===== src/rtl/cdp_dp_layer_sched.sv =====
// cdp_dp_layer_sched: gates the RDMA beat stream for one layer at a time and flips the ping-pong consumer.
// Define CDP_LAYER_SCHED_WDOG_EN to enable the idle watchdog.
module cdp_dp_layer_sched #(
    parameter int TP_BITS = 64,
    parameter int CNT_W   = 32
) (
    input  logic                 nvdla_core_clk,
    input  logic                 nvdla_core_rst,
    input  logic                 rdma_valid,
    output logic                 rdma_ready,
    input  logic [TP_BITS+22:0]  rdma_pd,
    output logic                 dp_valid,
    input  logic                 dp_ready,
    output logic [TP_BITS+22:0]  dp_pd,
    input  logic                 reg2dp_d0_op_en,
    input  logic                 reg2dp_d1_op_en,
    input  logic [15:0]          reg2dp_wdog_limit,
    input  logic                 wdma_done,
    output logic                 dp_op_en,
    output logic                 dp2reg_consumer,
    output logic                 dp2reg_done,
    output logic [1:0]           dp2reg_op_en_clr,
    output logic [CNT_W-1:0]     dp2reg_beat_num,
    output logic                 dp2reg_wdog_err
);
    typedef enum logic [1:0] {IDLE, RUN, DRAIN, DONE} state_t;
    state_t state_q, state_d;
    logic cons_q, cons_d, pend_q, pend_d, run, hs, last, wdog_to;
    logic [CNT_W-1:0] cnt_q, cnt_d, beat_q, beat_d;
    assign run = state_q == RUN;
    assign hs = run & rdma_valid & dp_ready;
    assign last = &rdma_pd[TP_BITS+14:TP_BITS+8];
    assign dp_valid = run & rdma_valid;
    assign rdma_ready = run & dp_ready;
    assign dp_pd = rdma_pd;
    assign dp_op_en = run | (state_q == DRAIN);
    assign dp2reg_consumer = cons_q;
    assign dp2reg_done = state_q == DONE;
    assign dp2reg_op_en_clr = {dp2reg_done & cons_q, dp2reg_done & ~cons_q};
    assign dp2reg_beat_num = beat_q;
    always_comb begin
        state_d = state_q;
        cons_d = cons_q;
        pend_d = pend_q;
        cnt_d = cnt_q;
        beat_d = beat_q;
        case (state_q)
            IDLE: if (cons_q ? reg2dp_d1_op_en : reg2dp_d0_op_en) begin
                state_d = RUN;
                cnt_d = '0;
                pend_d = 1'b0;
            end
            RUN: begin
                cnt_d = hs ? cnt_q + 1'b1 : cnt_q;
                pend_d = pend_q | wdma_done;
                state_d = (hs & last) ? DRAIN : RUN;
            end
            DRAIN: state_d = (wdma_done | pend_q) ? DONE : DRAIN;
            DONE: begin
                state_d = IDLE;
                cons_d = ~cons_q;
                beat_d = cnt_q;
            end
            default: state_d = IDLE;
        endcase
        if (wdog_to) state_d = DONE;
    end
    always_ff @(posedge nvdla_core_clk or posedge nvdla_core_rst) begin
        if (nvdla_core_rst) begin
            state_q <= IDLE;
            cons_q <= 1'b0;
            pend_q <= 1'b0;
            cnt_q <= '0;
            beat_q <= '0;
        end else begin
            state_q <= state_d;
            cons_q <= cons_d;
            pend_q <= pend_d;
            cnt_q <= cnt_d;
            beat_q <= beat_d;
        end
    end
`ifdef CDP_LAYER_SCHED_WDOG_EN
    logic [15:0] idle_q, idle_d;
    logic err_q;
    // idle count restarts on any sign of progress or on entering a new state
    assign wdog_to = dp_op_en & (reg2dp_wdog_limit != 16'd0) & (idle_q == reg2dp_wdog_limit);
    assign idle_d = (!dp_op_en || hs || wdma_done || state_d != state_q) ? 16'd0 : idle_q + 16'd1;
    always_ff @(posedge nvdla_core_clk or posedge nvdla_core_rst) begin
        if (nvdla_core_rst) begin
            idle_q <= '0;
            err_q <= 1'b0;
        end else begin
            idle_q <= idle_d;
            err_q <= err_q | wdog_to;
        end
    end
    assign dp2reg_wdog_err = err_q;
`else
    logic unused_wdog;
    assign unused_wdog = ^reg2dp_wdog_limit;
    assign wdog_to = 1'b0;
    assign dp2reg_wdog_err = 1'b0;
`endif
endmodule


===== config.mk =====
export PLATFORM = sky130hd
export DESIGN_NAME = cdp_dp_layer_sched
export DESIGN_NICKNAME = d
export VERILOG_FILES = /design/src/rtl/cdp_dp_layer_sched.sv
export SDC_FILE = /design/constraint.sdc
export NUM_CORES = 1
export LEC_CHECK = 0
export CAP_MARGIN = 20
export CORE_MARGIN = 1.5
export CORE_UTILIZATION = 34
export DETAILED_ROUTE_END_ITERATION = 6
export MAX_ROUTING_LAYER = met4
export PLACE_DENSITY = 0.78
export SLEW_MARGIN = 0
export SYNTH_ARGS = -nofsm -noshare
export SYNTH_HDL_FRONTEND = slang
export SYNTH_SLANG_ARGS = --single-unit

===== constraint.sdc =====
create_clock -name nvdla_core_clk -period 1.95 [get_ports nvdla_core_clk]
set_input_delay 0.39 -clock nvdla_core_clk [delete_from_list [all_inputs] [get_ports nvdla_core_clk]]
set_output_delay 0.39 -clock nvdla_core_clk [all_outputs]
set_load 0.01 [all_outputs]

* Yosys cells after proc, flatten, opt, wreduce, memory -nomap -nowiden
Index checks and enable logic that the tools add are counted.
** Cells by class
- Add/subtract/negate cells :: 1
- $mul :: 0
- Divide/modulo/power cells :: 0
- Magnitude comparators :: 0
- Equal/unequal tests :: 5
- Shift operators :: 0
- Multiplexer cells :: 10
- Bitwise logic cells :: 9
- Reductions and logical operators :: 5
** Operators by type and width (count)
- two-way mux 32 bit :: 2
- case mux 32 bit (2 select lines) :: 1
- adder 32 x 1 -> 32 bit (second input constant) :: 1
- case mux 2 bit (4 select lines) :: 1
- AND reduction 7 bit :: 1
- bitwise AND 1 bit :: 6
- equality test 2 bit (second input constant) :: 2
- two-way mux 2 bit :: 2
- two-way mux 1 bit :: 3
- AND reduction 3 bit :: 1
- equality test 2 x 1 -> 1 bit (second input constant) :: 1
- zero test 2 bit :: 1
- inequality test 2 x 1 -> 1 bit (second input constant) :: 1
- inequality test 2 bit (second input constant) :: 1
- bitwise OR 1 bit :: 2
- case mux 1 bit (2 select lines) :: 1
- AND reduction 2 bit :: 1
- nonzero test 2 bit :: 1
- inverter 1 bit :: 1
** Storage, ports and cells
- Bits in registers :: 68
- Bits in latches :: 0
- Memory bits (writable) :: 0
- Bits in read-only memories :: 0
- Bits of input ports :: 110
- Output and inout bits :: 127
- Logic and storage cells :: 35
- Memories kept :: 0

* Logic depth before layout (Yosys ltp)
Gate-level depths: netlist of run 1.
- Word-level depth :: 6
- Depth in mapped cells :: 9
- Mapped depth without buffers :: 7

* Least setup slack after synthesis of run 1
OpenSTA, ideal clock, no wires.
- Kind :: reg-to-reg
- From :: reg state_q[0]
- To :: reg cnt_q[28]
- Library setup time :: 81 ps
- Data arrival time :: 1981 ps
- Required time :: 1869 ps
- Path slack :: -112 ps
- Stages on the path, launching flop included :: 8
- Path buffers :: 1
- Clock period less this slack :: 2062 ps
- Cell sequence :: dfrtp_1 ha_1 buf_2 nand2b_1 a221oi_4 nand3_2 or3_1 a21oi_1
** Between the ends
- Word-level cells in the longest chain between the ends :: 5
- Elaborated cells between the ends (all ways) :: 9
- Those cells by class :: eq/ne (3); mux (1); bitwise (2); reduce/logical (3)
** Ends and longest elaborated chain
- start, declared :: RTL line 27 : state_t state_q, state_d;
- start signal, assigned :: RTL line 76 : state_q <= state_d;
- equality test 2 x 1 -> 1 bit :: RTL line 30, 47
- bitwise AND 1 bit (2 in a row) :: RTL line 31 : assign hs = run & rdma_valid & dp_ready;
- inequality test 2 x 1 -> 1 bit (no line)
- AND reduction 3 bit (no line)
- end signal, assigned :: RTL line 79 : cnt_q <= cnt_d;
- end, declared :: RTL line 29 : logic [CNT_W-1:0] cnt_q, cnt_d, beat_q, beat_d;
Several ways; a longest one is shown, not always the timed one.
A chain may end at the register's enable or synchronous reset.

* Worst setup path after layout of run 1
- From :: reg state_q[0]
- To :: out dp2reg_op_en_clr[1]
** Between the ends
- Word-level cells in the longest chain between the ends :: 2
** Ends and longest elaborated chain
- equality test 2 bit :: RTL line 38 : assign dp2reg_done = state_q == DONE;
- bitwise AND 1 bit :: RTL line 39 : assign dp2reg_op_en_clr = {dp2reg_done & cons_q, dp2reg_done & ~cons_q};
- end, declared :: RTL line 22 : output logic [1:0] dp2reg_op_en_clr,
Every way passes these cells.

==> impl_metrics.json, run 1 <==
{
  "synthesis.nets": 484,
  "syn_inst": 368,
  "globalRouteOverflowTotal": 0,
  "fmax_mhz": 532,
  "vias": 2531,
  "cts_root_buffer": "clkbuf_16",
  "fin_cells": 512,
  "synth.most_common_cell": "buf_4",
  "worst-path-stages": 4,
  "die_x_microns": 109,
  "p_switching_uw": 870,
  "finalClockSkew_ns": 0.00567,
  "nets": 483,
  "cts_tree": "done",
  "wl_microns": 7490,
  "fin_ws_ns": 0.0718,
  "pre_cts_ws_ns": -0.253,
  "crit_start": "state_q[0]",
  "yosys-top-cells-area": "dfrtp_1 44%, buf_4 17%, mux2_2 9.3%",
  "powerDensity_nw_per_um2": 771,
  "endpoint": "dp2reg_op_en_clr[1]",
  "worstPathArrival_ns": 1.49,
  "cts_buffers": 9,
  "final_hold_viol_count": 0,
  "initial_utilization_pct": 35.3,
  "yosys_warnings": 0,
  "worst_path_largest_cell_delay_ns": 0.44,
  "holdWs_ns": 0.503,
  "required_ns": 1.56,
  "seqPwrFrac_pct": 44.8,
  "cp-start-kind": "register",
  "critPathMaxFanout": 5,
  "dp_cells": 492,
  "async_reset_ff_share_pct": 100,
  "grt_use_total_pct": 13.7,
  "fin_util_pct": 41.1,
  "yosysTopAreaCell": "dfrtp_1",
  "die-area_sq_um": 12000,
  "drv_cap": 0,
  "finalSetupViolCount": 0,
  "ios": 237,
  "clkPwrFrac_pct": 42.0,
  "drive_gt1_share_pct": 27.2,
  "clockBufferDepth": 2,
  "critical_path_class": "reg -> out",
  "synth_ff_type": "dfrtp_1",
  "drtIter0Drc": 89,
  "clk_pin_slew_ns": 0.05,
  "diodes": 0,
  "grt_max_degree": 69,
  "outcome": "finished, final reports clean",
  "p_comb_share_pct": 13.2,
  "rows": 38,
  "insertion_delay_ns": 0.33,
  "gp_congestion": 0.823,
  "cp-end-kind": "output pin",
  "r2r_setup_slack_ns": 0.07,
  "maxSlewViolCount": 0,
  "timing.final.crit_period_ns": 1.88,
  "synth-seq-cells": 68,
  "fin_crit_sh_pct": 96.3,
  "synth_area_sq_um": 3850,
  "h-tree-depth": 3,
  "first_pass_iters": 4,
  "synth-edff-count": 0,
  "syn_area_per_cell_sq_um": 10.5,
  "portBuffers": 59,
  "grt_pass1_vias": 2627,
  "wl_per_cell_microns": 14.6,
  "vdd_drop_max_v": 0.000389,
  "r2r_cells": 7,
  "viasPerCell": 4.94,
  "cp_slowest_cell": "dfrtp_2",
  "route.detailed.drc": 0,
  "cp_cell_sequence": "buf_4 > ha_4 > and2_1 > dlygate4sd2_1",
  "hold_class": "in -> async",
  "die_height_microns": 109,
  "ant_nets": 0,
  "antenna_found_initial": 0,
  "rr_endpoint": "cnt_q[30]",
  "p_leak_uw": 0.00196,
  "grt_pass1_wl_microns": 12400,
  "synth_cell_types": 44,
  "internal-power_uw": 2600,
  "r2r-start": "state_q[0]",
  "yosys-top-cells-count": "88 x buf_4, 68 x dfrtp_1, 32 x mux2_2",
  "core_sq_um": 10900,
  "cp_num_buf_inv": 2,
  "area_delta_synth_final_pct": 16.7,
  "synth_top_area_share_pct": 44.1,
  "dp_hpwl_microns": 5250,
  "crit_family": "flip-flops",
  "cts.sinks": 68,
  "switching_share_pct": 25.1,
  "rsz0062_at_grt": "false",
  "synth-seq-area-share_pct": 44.1
}
[tightest hold or removal path, stage by stage]
cell,delay (ns)
clkdlybuf4s50_1,0.44
clkinvlp_4,0.10
buf_12,0.30
[stage by stage]
stage	setup TNS (ns)	area (sq um)	power, uW
after detailed placement	-5.23	4140	2010
final	0	4500	3470
after CTS	0	4430	3480
after global routing	0	4500	3630
after global placement	-3.73	4140	1980
after floorplan	0	3880	1970
[cells in the final DEF (no fill, tap or decap), types with 8 or more instances in the layout]
cell,synthesis,routed
a21oi_1,10,8
clkdlybuf4s50_1,0,53
nor3_1,9,9
clkbuf_16,0,9
mux2_2,32,32
xnor2_1,13,13
dfrtp_1,68,65
buf_4,88,25
o21ai_0,11,11
nand2_1,16,16
xor2_1,10,10
nor2_1,24,24
nand3_1,12,11
nand4_1,9,9
[power by group through the flow]
stage / registers [uW] / logic (uW) / clock network [uW]
after floorplan: 1560 / 405 / 0
after global placement: 1570 / 415 / 0
after detailed placement: 1570 / 431 / 0
after CTS: 1550 / 436 / 1490
after global routing: 1560 / 510 / 1550
final: 1550 / 457 / 1460
[how the worst min path moves through the flow]
| stage | end | slack [ns] |
|---|---|---|
| after floorplan | cnt_q[10] | 0.46 |
| after global placement | dp2reg_beat_num[30] | 0.49 |
| after detailed placement | dp2reg_beat_num[27] | 0.50 |
| after CTS | dp2reg_beat_num[14] | 0.51 |
| after global routing | dp2reg_beat_num[17] | 0.52 |
| final | dp2reg_beat_num[27] | 0.50 |
[layout make-up]
class | count | area [sq um]
Sequential cell | 68 | 1710
Timing Repair Buffer | 87 | 826
Inverter | 6 | 26.3
Tap cell | 140 | 175
Fill cell | 1042 | 6440
Clock inverter | 4 | 25.0
Clock buffer | 12 | 246
Multi-Input combinational cell | 195 | 1490
[per-layer routing]
layer  global-route usage (%)  routed length [microns]  vias up
met4                     8.53                      279        0
met3                     3.68                      443       48
li1                         -                        -     1161
met1                     15.8                     3070     1230
met2                     21.2                     3700       92
met5                        -                        0        -
[kinds of logic after synthesis]
group	after synthesis	synth area share (%)
other	1	0.0973
adders and majority gates	6	1.95
xor gates and xnor gates	23	5.23
DFF	68	44.1
AOI/OAI and AO/OA	28	4.74
buffers and inverters	105	19.1
muxes	33	9.61
and+or+nand+nor	104	15.1
[state kept, by name, summed over array words and instances (netlist names), named ones only]
signal	count
cnt_q	32
pend_q	1
dp2reg_beat_num	32
state_q	1
dp2reg_consumer	1
[what timing repair did]
action,4_1_cts,5_1_grt
hold buffers,0,0
pin swaps,0,2
gates resized for setup,9,9
setup buffers,1,3
endpoints found under the setup margin,11,25
Power figures use the tool's default switching activity.
==> run 2, diff against run 1 <==
--- a/config.mk
+++ b/config.mk
@@ -5,10 +5,10 @@
 export SDC_FILE = /design/constraint.sdc
 export NUM_CORES = 1
 export LEC_CHECK = 0
-export CAP_MARGIN = 20
 export CORE_MARGIN = 1.5
 export CORE_UTILIZATION = 34
 export DETAILED_ROUTE_END_ITERATION = 6
+export HOLD_SLACK_MARGIN = 0.1
 export MAX_ROUTING_LAYER = met4
 export PLACE_DENSITY = 0.78
 export SLEW_MARGIN = 0
==> results of run 2 <==
No change in the layout: final DEF, timing and power equal those of run 1.
==> run 3, diff against run 2 <==
--- a/config.mk
+++ b/config.mk
@@ -11,6 +11,7 @@
 export HOLD_SLACK_MARGIN = 0.1
 export MAX_ROUTING_LAYER = met4
 export PLACE_DENSITY = 0.78
+export SKIP_CTS_REPAIR_TIMING = 1
 export SLEW_MARGIN = 0
 export SYNTH_ARGS = -nofsm -noshare
 export SYNTH_HDL_FRONTEND = slang
==> impl_metrics.json, run 3 (same netlist as run 1, synthesis figures left out) <==
{
  "outcome": "finished, violations left",
  "violations": "negative setup slack",
  "timing.final.crit_period_ns": 2.10,
  "cts_root_buffer": "clkbuf_16",
  "die-area_sq_um": 12000,
  "worstPathArrival_ns": 1.71,
  "finalClockSkew_ns": 0.00575,
  "finalSetupViolCount": 2,
  "critPathMaxFanout": 5,
  "cts_tree": "done",
  "dp_hpwl_microns": 5250,
  "r2r-start": "state_q[0]",
  "r2r_cells": 7,
  "grt_pass1_vias": 2602,
  "crit_family": "buffers and inverters",
  "hold_depth": 1,
  "ant_nets": 0,
  "holdWs_ns": 0.503,
  "globalRouteOverflowTotal": 0,
  "cp_num_buf_inv": 2,
  "rows": 38,
  "fin_ws_ns": -0.154,
  "finalSetupTns_ns": -0.197,
  "portBuffers": 59,
  "cp_cell_sequence": "buf_4 > ha_2 > and2_1 > clkdlybuf4s50_1",
  "cp_slowest_cell": "clkdlybuf4s50_1",
  "place_area_sq_um": 4140,
  "nets": 487,
  "drv_cap": 0,
  "area_delta_synth_final_pct": 18.6,
  "min_from": "dp2reg_beat_num[14]",
  "final_cell_mix": "66 x dfrtp_1, 55 x clkdlybuf4s50_1, 32 x mux2_2",
  "viasPerCell": 4.93,
  "worst-path-stages": 4,
  "final_hold_viol_count": 0,
  "critical_path_class": "reg -> out",
  "fmax_mhz": 475,
  "grt_pass1_wl_microns": 12300,
  "insertion_delay_ns": 0.33,
  "grt_use_total_pct": 13.6,
  "wl_per_cell_microns": 15.2,
  "fin_area_sq_um": 4570,
  "die_height_microns": 109,
  "p_leak_uw": 0.00201,
  "vias": 2544,
  "gp_congestion": 0.823,
  "hold_class": "reg -> reg",
  "rsz0062_at_grt": "true",
  "initial_utilization_pct": 35.3,
  "worst_path_largest_cell_delay_ns": 0.53,
  "cp-end-kind": "output pin",
  "die_x_microns": 109,
  "clk_pin_slew_ns": 0.05,
  "fin_crit_sh_pct": 108,
  "powerDensity_nw_per_um2": 767,
  "diodes": 0,
  "route.detailed.drc": 0,
  "first_pass_iters": 4,
  "vdd_drop_max_v": 0.000389,
  "wl_microns": 7840,
  "cts_buffers": 9,
  "cts.sinks": 68,
  "maxSlewViolCount": 0,
  "clockBufferDepth": 2,
  "grt_max_degree": 69,
  "required_ns": 1.56,
  "antenna_found_initial": 0,
  "drive_gt1_share_pct": 28.2,
  "drtIter0Drc": 115,
  "final_common_cell": "dfrtp_1",
  "core_sq_um": 10900,
  "ios": 237,
  "cp-start-kind": "register",
  "h-tree-depth": 3
}
[run 3: changes by cell type in the layout (fill, tap and decap cells not counted), moves of 2 or more]
| cell | before | now |
|---|---|---|
| nor4_4 | 0 | 2 |
| dlymetal6s2s_1 | 1 | 4 |
| dlygate4sd2_1 | 5 | 0 |
| clkdlybuf4s50_1 | 53 | 55 |
| buf_4 | 25 | 27 |
[run 3: layout make-up]
type	count	area [sq um]
flip-flops and latches	68	1700
clock inverters	4	25.0
repair buffers	90	866
well taps	140	175
fillers	1033	6360
inverters	6	26.3
multi-input cells	196	1530
clock buffers	12	246
[run 3: final timing paths]
kind | to | slack [ns]
worst max-delay path | dp2reg_op_en_clr[1] | -0.15
worst min-delay path | dp2reg_beat_num[14] | 0.50
worst max register to register | cnt_q[30] | 0.01
worst min register to register | dp2reg_beat_num[14] | 0.50
max in group asynchronous | cnt_q[13] | 1.13
min in group asynchronous | cnt_q[30] | 0.51
[run 3: routing by layer]
metal,share of wire [%],GRT usage [%],wire [microns]
met4,3.7,8.53,289
met3,5.2,3.68,409
met1,42,15.7,3320
met5,0,-,0
met2,49,20.9,3820
[run 3: worst reg2reg max path, stage by stage, from the launching register on]
cell      delay [ns]
dfrtp_2         0.44
buf_6           0.13
ha_4            0.17
nand2b_4        0.16
a221oi_4        0.31
nand3_2         0.17
or3_4           0.36
a21oi_2         0.13
[run 3: power by group]
group,internal (uW),switching (uW)
clock,890,571
sequential,1480,77.8
combinational,251,241
total,2620,889
[run 3: through the flow]
stage | setup WS (ns) | std cells | power (uW) | util [%]
2_1_floorplan | 0.00731 | 368 | 1970 | -
3_3_place_gp | -0.187 | 492 | 1980 | 37.8
3_5_place_dp | -0.253 | 492 | 2010 | 37.8
4_1_cts | -0.233 | 508 | 3480 | 40.3
5_1_grt | -0.211 | 516 | 3660 | 41.8
6_report | -0.154 | 516 | 3510 | 41.8
